`config.mk`:
```
export PLATFORM = sky130hd
export DESIGN_NAME = load_store_unit
export DESIGN_NICKNAME = d
export VERILOG_FILES = /design/src/rtl/load_store_unit.sv
export SDC_FILE = /design/constraint.sdc
export NUM_CORES = 1
export LEC_CHECK = 0
export CAP_MARGIN = 20
export CORE_AREA = 3 3 181 183
export CTS_BUF_LIST = sky130_fd_sc_hd__clkbuf_4
export DETAILED_ROUTE_END_ITERATION = 12
export DIE_AREA = 0 0 184 186
export PLACE_DENSITY_LB_ADDON = 0.2
export SLEW_MARGIN = 30
export SYNTH_ARGS = -nofsm -noshare
export SYNTH_HDL_FRONTEND = slang
export SYNTH_SLANG_ARGS = --single-unit
export TNS_END_PERCENT = 5
```
`constraint.sdc`:
```
create_clock -name clk -period 4.3 [get_ports clk]
set_clock_uncertainty 0.15 [all_clocks]
set_input_delay 0.86 -clock clk [delete_from_list [all_inputs] [get_ports clk]]
set_output_delay 0.86 -clock clk [all_outputs]
set_load 0.005 [all_outputs]
```
`src/rtl/load_store_unit.sv`:
```
// rtl/load_store_unit.sv - RV64I load/store unit in front of a 64-bit doubleword data memory
// Optional LSU_PERF_CNT_EN adds load/store/error response counters.
module load_store_unit #(
  parameter int MEM_BYTES = 4096
`ifdef LSU_PERF_CNT_EN
  , parameter int CNT_W = 32
`endif
) (
  input  logic        clk,
  input  logic        rst,
  input  logic        req_valid,
  output logic        req_ready,
  input  logic        req_we,
  input  logic [2:0]  req_funct3,
  input  logic [63:0] req_addr,
  input  logic [63:0] req_wdata,
  output logic        resp_valid,
  input  logic        resp_ready,
  output logic [63:0] resp_rdata,
  output logic        resp_err,
  output logic        dmem_memread,
  output logic        dmem_memwrite,
  output logic [63:0] dmem_addr,
  output logic [63:0] dmem_wd,
  input  logic [63:0] dmem_rd
`ifdef LSU_PERF_CNT_EN
  , output logic [CNT_W-1:0] perf_loads
  , output logic [CNT_W-1:0] perf_stores
  , output logic [CNT_W-1:0] perf_errs
`endif
);

  localparam logic [1:0] IDLE = 2'd0;
  localparam logic [1:0] RD   = 2'd1;
  localparam logic [1:0] WR   = 2'd2;
  localparam logic [1:0] RESP = 2'd3;

  logic [1:0]  state_q, state_d;
  logic        we_q, we_d;
  logic [2:0]  funct3_q, funct3_d;
  logic [63:0] addr_q, addr_d;
  logic [63:0] wdata_q, wdata_d;
  logic [63:0] rdata_q, rdata_d;
  logic        err_q, err_d;

  logic [3:0]  req_size;
  logic [64:0] req_end;
  logic        req_misaligned, req_range, req_illegal, req_bad;
  logic [2:0]  off;
  logic [63:0] shifted, load_ext, bit_mask, merged;
  logic [7:0]  byte_mask;

  // Request checks; the 65-bit end address keeps huge addresses from wrapping into range.
  always_comb begin
    req_size = 4'd1 << req_funct3[1:0];
    req_end  = {1'b0, req_addr} + {61'd0, req_size};
    case (req_funct3[1:0])
      2'b00:   req_misaligned = 1'b0;
      2'b01:   req_misaligned = req_addr[0];
      2'b10:   req_misaligned = |req_addr[1:0];
      default: req_misaligned = |req_addr[2:0];
    endcase
    req_range   = req_end > 65'(MEM_BYTES);
    req_illegal = (req_funct3 == 3'b111) || (req_we && req_funct3[2]);
    req_bad     = req_misaligned || req_range || req_illegal;
  end

  always_comb begin
    off     = addr_q[2:0];
    shifted = dmem_rd >> {off, 3'b000};
    case (funct3_q)
      3'b000:  load_ext = {{56{shifted[7]}},  shifted[7:0]};
      3'b001:  load_ext = {{48{shifted[15]}}, shifted[15:0]};
      3'b010:  load_ext = {{32{shifted[31]}}, shifted[31:0]};
      3'b100:  load_ext = {56'd0, shifted[7:0]};
      3'b101:  load_ext = {48'd0, shifted[15:0]};
      3'b110:  load_ext = {32'd0, shifted[31:0]};
      default: load_ext = shifted;
    endcase
    case (funct3_q[1:0])
      2'b00:   byte_mask = 8'h01 << off;
      2'b01:   byte_mask = 8'h03 << off;
      2'b10:   byte_mask = 8'h0F << off;
      default: byte_mask = 8'hFF;
    endcase
    bit_mask = 64'd0;
    for (int i = 0; i < 8; i++) bit_mask[8*i +: 8] = {8{byte_mask[i]}};
    // Shifting wdata up to the byte offset lines its low size bytes with the mask.
    merged = (dmem_rd & ~bit_mask) | ((wdata_q << {off, 3'b000}) & bit_mask);
  end

  always_comb begin
    state_d  = state_q;
    we_d     = we_q;
    funct3_d = funct3_q;
    addr_d   = addr_q;
    wdata_d  = wdata_q;
    rdata_d  = rdata_q;
    err_d    = err_q;
    case (state_q)
      IDLE: if (req_valid) begin
        we_d     = req_we;
        funct3_d = req_funct3;
        addr_d   = req_addr;
        wdata_d  = req_wdata;
        rdata_d  = 64'd0;
        err_d    = req_bad;
        if (req_bad)                                state_d = RESP;
        else if (req_we && req_funct3[1:0] == 2'b11) state_d = WR;
        else                                        state_d = RD;
      end
      RD: begin
        if (we_q) begin
          wdata_d = merged;
          state_d = WR;
        end else begin
          rdata_d = load_ext;
          state_d = RESP;
        end
      end
      WR:      state_d = RESP;
      default: if (resp_ready) state_d = IDLE;
    endcase
  end

  always_ff @(posedge clk) begin
    if (rst) begin
      state_q  <= IDLE;
      we_q     <= 1'b0;
      funct3_q <= 3'd0;
      addr_q   <= 64'd0;
      wdata_q  <= 64'd0;
      rdata_q  <= 64'd0;
      err_q    <= 1'b0;
    end else begin
      state_q  <= state_d;
      we_q     <= we_d;
      funct3_q <= funct3_d;
      addr_q   <= addr_d;
      wdata_q  <= wdata_d;
      rdata_q  <= rdata_d;
      err_q    <= err_d;
    end
  end

  assign req_ready     = (state_q == IDLE);
  assign resp_valid    = (state_q == RESP);
  assign resp_rdata    = rdata_q;
  assign resp_err      = err_q;
  assign dmem_memread  = (state_q == RD);
  assign dmem_memwrite = (state_q == WR);
  assign dmem_addr     = (dmem_memread || dmem_memwrite) ? {addr_q[63:3], 3'b000} : 64'd0;
  assign dmem_wd       = dmem_memwrite ? wdata_q : 64'd0;

`ifdef LSU_PERF_CNT_EN
  logic [CNT_W-1:0] loads_q, stores_q, errs_q;

  always_ff @(posedge clk) begin
    if (rst) begin
      loads_q  <= '0;
      stores_q <= '0;
      errs_q   <= '0;
    end else if (resp_valid && resp_ready) begin
      if (err_q)     errs_q   <= errs_q + 1'b1;
      else if (we_q) stores_q <= stores_q + 1'b1;
      else           loads_q  <= loads_q + 1'b1;
    end
  end

  assign perf_loads  = loads_q;
  assign perf_stores = stores_q;
  assign perf_errs   = errs_q;
`endif

endmodule

```
==> impl_results.md <==
* Status: completed
* FILL cells at 2878
* Seq/Total Area, Yosys at 28.3%
* Synth-to-layout area growth at 36.8%
* Layout cells sized above 1 at 11.3%
* # H-tree levels at 4
* Crit Path Max Fanout at 4
* Global-route wire length before repair at 93.9 mm
* Clk sinks at 199
* Starting Density at 44.9%
* Total CTS buffers at 17
* Clock power frac at 12.0%
* Nets@finish at 2493
* Total GRT Usage at 35.8%
* Post-synthesis register bit count at 199
* Top cells by instance count after synthesis: 273 x nand2_1, 216 x nor2_1, 201 x a21oi_1, 199 x dfxtp_1, 135 x clkbuf_1
* Total power at 0.00897 W
* Synth area leader: dfxtp_1
* Reg clk slew, reported paths at 0.18 ns
* Crit path kind: in -> reg
* Slowest cell on the critical path: or4_1
* Top post-synthesis cells by area: dfxtp_1 28%, nand2_1 7.3%, a21oi_1 7.1%, mux2i_1 6.5%, and2_1 5.8%
* Setup TNS at 0 ns
* Final setup margin at 0.215 ns
* Clk_lat worst skew at 0.71 ns
* Post-Synthesis Cell Area at 14100 sq um
* Unrepaired setup endpoints after global routing: false
* GP Congestion at 1.02
* ANT nets after route at 0
* CTS tree: built
* Net Sw Frac at 47.7%
* Post-synth EDFFs at 0
* Final setup fails at 0
* CP peak stage delay at 0.57 ns
* Post-synth cell types at 70
* Ports at 397
* Core Footprint at 31400 sq um
* Slew of the pin with the lowest slew margin at 0.895 ns
* Most common cell in the netlist: nand2_1
* GRT Residual Overflow at 0
* Cts hold-fix bufs at 0
* Routed WL at 63.4 mm
* Residual DRC at 0
* Post-synthesis average cell area at 7.44 sq um
* Initial antenna violation count at 6
* Register area at 3990 sq um
* Main synth FF type: dfxtp_1
* Crit-path leading delay family: simple AND/OR/NAND/NOR gates
* Finished Cell Area at 19300 sq um
* Max Freq at 245 MHz
* Final Hold Fails at 0
* CP Capture Type: flip-flop
* Comb power frac at 55.1%
* Final Cycle Share at 95.0%
* Share of the synthesized area in the top cell type at 28.3%
* DRT iter0 DRCs at 1711
* Async set or reset register ratio after synthesis at 0%
* P_leak at 6.91 nW
* Setup WS pre-CTS at -0.460 ns
* Drt wl/cell at 23.5 microns
* Switching power at 0.00428 W
* Die area at 34200 sq um
* Root buf cell: clkbuf_4
* Post-DP Area at 19000 sq um
* CP startpoint kind: primary input
* Internal power at 0.00469 W
* Worst Path Buf+Inv at 4
* Number of max-cap violations at 0
* Largest net degree at the start of global routing at 85
* HP Class: reg -> reg
* Deepest clock path buffer count at 2
* Final hold slack at 0.312 ns
* Port Buffer Count at 393
* Critical Path, Cell by Cell: clkdlybuf4s50_1 -> nor2_1 -> ha_1 -> inv_1 -> fa_1 -> nor2b_1 -> o22ai_1 -> buf_4 -> or4_1 -> xnor2_1 -> nor4_1 -> a31oi_1 -> nor4_1 -> buf_4 -> nand4_1 -> a32o_1
* Vias post-DR at 16436
* Number of global-route vias before repair at 15759
* Setup Buffers After CTS at 0
* Area of the multi-input gates at 9460 sq um
* Sequential share of power at 32.9%
* Die width at 184 microns
* Pwr per Cell Area at 465 nW/um^2
* HPWL Detailed at 49.0 mm
* Post-cts sizing count at 0
* Max-slew violations at 0
* Die height at 186 microns
* Synth warn at 0
* Min Tclk post-route at 4.08 ns
* Arrival time at the worst endpoint at 4.53 ns
* Slew HR at 40.1%
* FP Rows at 65
* Cells after synthesis at 1895
* DR vias/cell at 6.09
* CP Data Required Time at 4.75 ns
* Peak VDD IR at 0.341 mV
* DR pass1 iterations at 6
layer usage:
metal	global-route usage, %	routed length (microns)
met2	59.7	29600
met3	8.42	6130
met4	19.2	3520
met1	42.9	24100
met5	0	71
through the flow:
| stage | std cells | utilization [%] |
|---|---|---|
| 2_1_floorplan | 1897 | - |
| 3_3_place_gp | 2662 | 60.4 |
| 3_5_place_dp | 2662 | 60.4 |
| 4_1_cts | 2694 | 61.3 |
| 5_1_grt | 2695 | 61.4 |
| 6_report | 2698 | 61.4 |
final timing paths:
kind / startpoint / end / slack (ns) / cells after the start
hold reg to reg: addr_q[14]$_SDFFE_PP0P_ / addr_q[14]$_SDFFE_PP0P_ / 0.31 / 2
setup reg to reg: addr_q[1]$_SDFFE_PP0P_ / flip-flop / 0.97 / 10
hold / removal: addr_q[14]$_SDFFE_PP0P_ / addr_q[14]$_SDFFE_PP0P_ / 0.31 / 2
setup / recovery: req_funct3[1] / state_q[0]$_SDFFE_PP0P_ / 0.22 / 16
flip-flops by register name, indices dropped and copies added, names as in the netlist, named ones only:
name        cells
addr_q         64
resp_rdata     64
wdata_q        48
funct3_q        3
state_q         2
resp_err        1
we_q            1
logic make-up (layout without fill, tap and decap cells):
| group | after synthesis | after routing | synth area share [%] |
|---|---|---|---|
| multiplexers | 156 | 156 | 13.4 |
| other | 1 | 7 | 0.0266 |
| adder cells (fa/ha/maj) | 14 | 14 | 1.30 |
| AND/OR/NAND/NOR | 772 | 772 | 25.9 |
| XOR/XNOR | 25 | 25 | 1.55 |
| buffers and inverters | 183 | 578 | 5.03 |
| AO/OA/AOI/OAI | 545 | 545 | 24.5 |
| flip-flops | 199 | 199 | 28.3 |
placed cells by master (no fill, tap or decap), types with 7 or more instances in the layout:
cell type / instances
mux2_2: 43
o211ai_1: 28
nand3_1: 27
nor4_1: 13
xor2_1: 11
dfxtp_1: 196
o21ai_0: 86
nor3_1: 24
and2_1: 129
nor2b_1: 14
mux4_2: 22
o311ai_0: 24
a21oi_1: 200
clkdlybuf4s50_1: 392
a211oi_1: 53
nor2_1: 215
nand2_1: 272
and3_1: 13
mux2i_1: 91
nand4_1: 19
a221oi_1: 16
inv_1: 15
or4_1: 7
and4_1: 10
a22oi_1: 78
buf_4: 136
clkbuf_4: 18
ha_1: 11
xnor2_1: 14
a21o_1: 12
final cells by class:
class | count | share of cell area, %
flip-flops and latches | 199 | 20.7
multi-input cells | 1515 | 49.1
diodes | 4 | 0.0519
repair buffers | 529 | 25.7
clock buffers | 18 | 0.701
well taps | 402 | 2.61
inverters | 17 | 0.331
clock inverters | 14 | 0.818
power groups by stage:
| stage | clock [W] | sequential, W | combinational (W) |
|---|---|---|---|
| finish | 0.00108 | 0.00295 | 0.00494 |
| global route | 0.00117 | 0.00299 | 0.00538 |
| CTS | 0.00110 | 0.00292 | 0.00487 |
| detailed placement | 0 | 0.00297 | 0.00485 |
| global placement | 0 | 0.00295 | 0.00479 |
| floorplan | 0 | 0.00264 | 0.00304 |
worst min-delay path: stages (launching register included):
cell	delay [ns]
dfxtp_1	0.34
nand2_1	0.05
a21oi_1	0.05
Power figures use the tool's default switching activity.
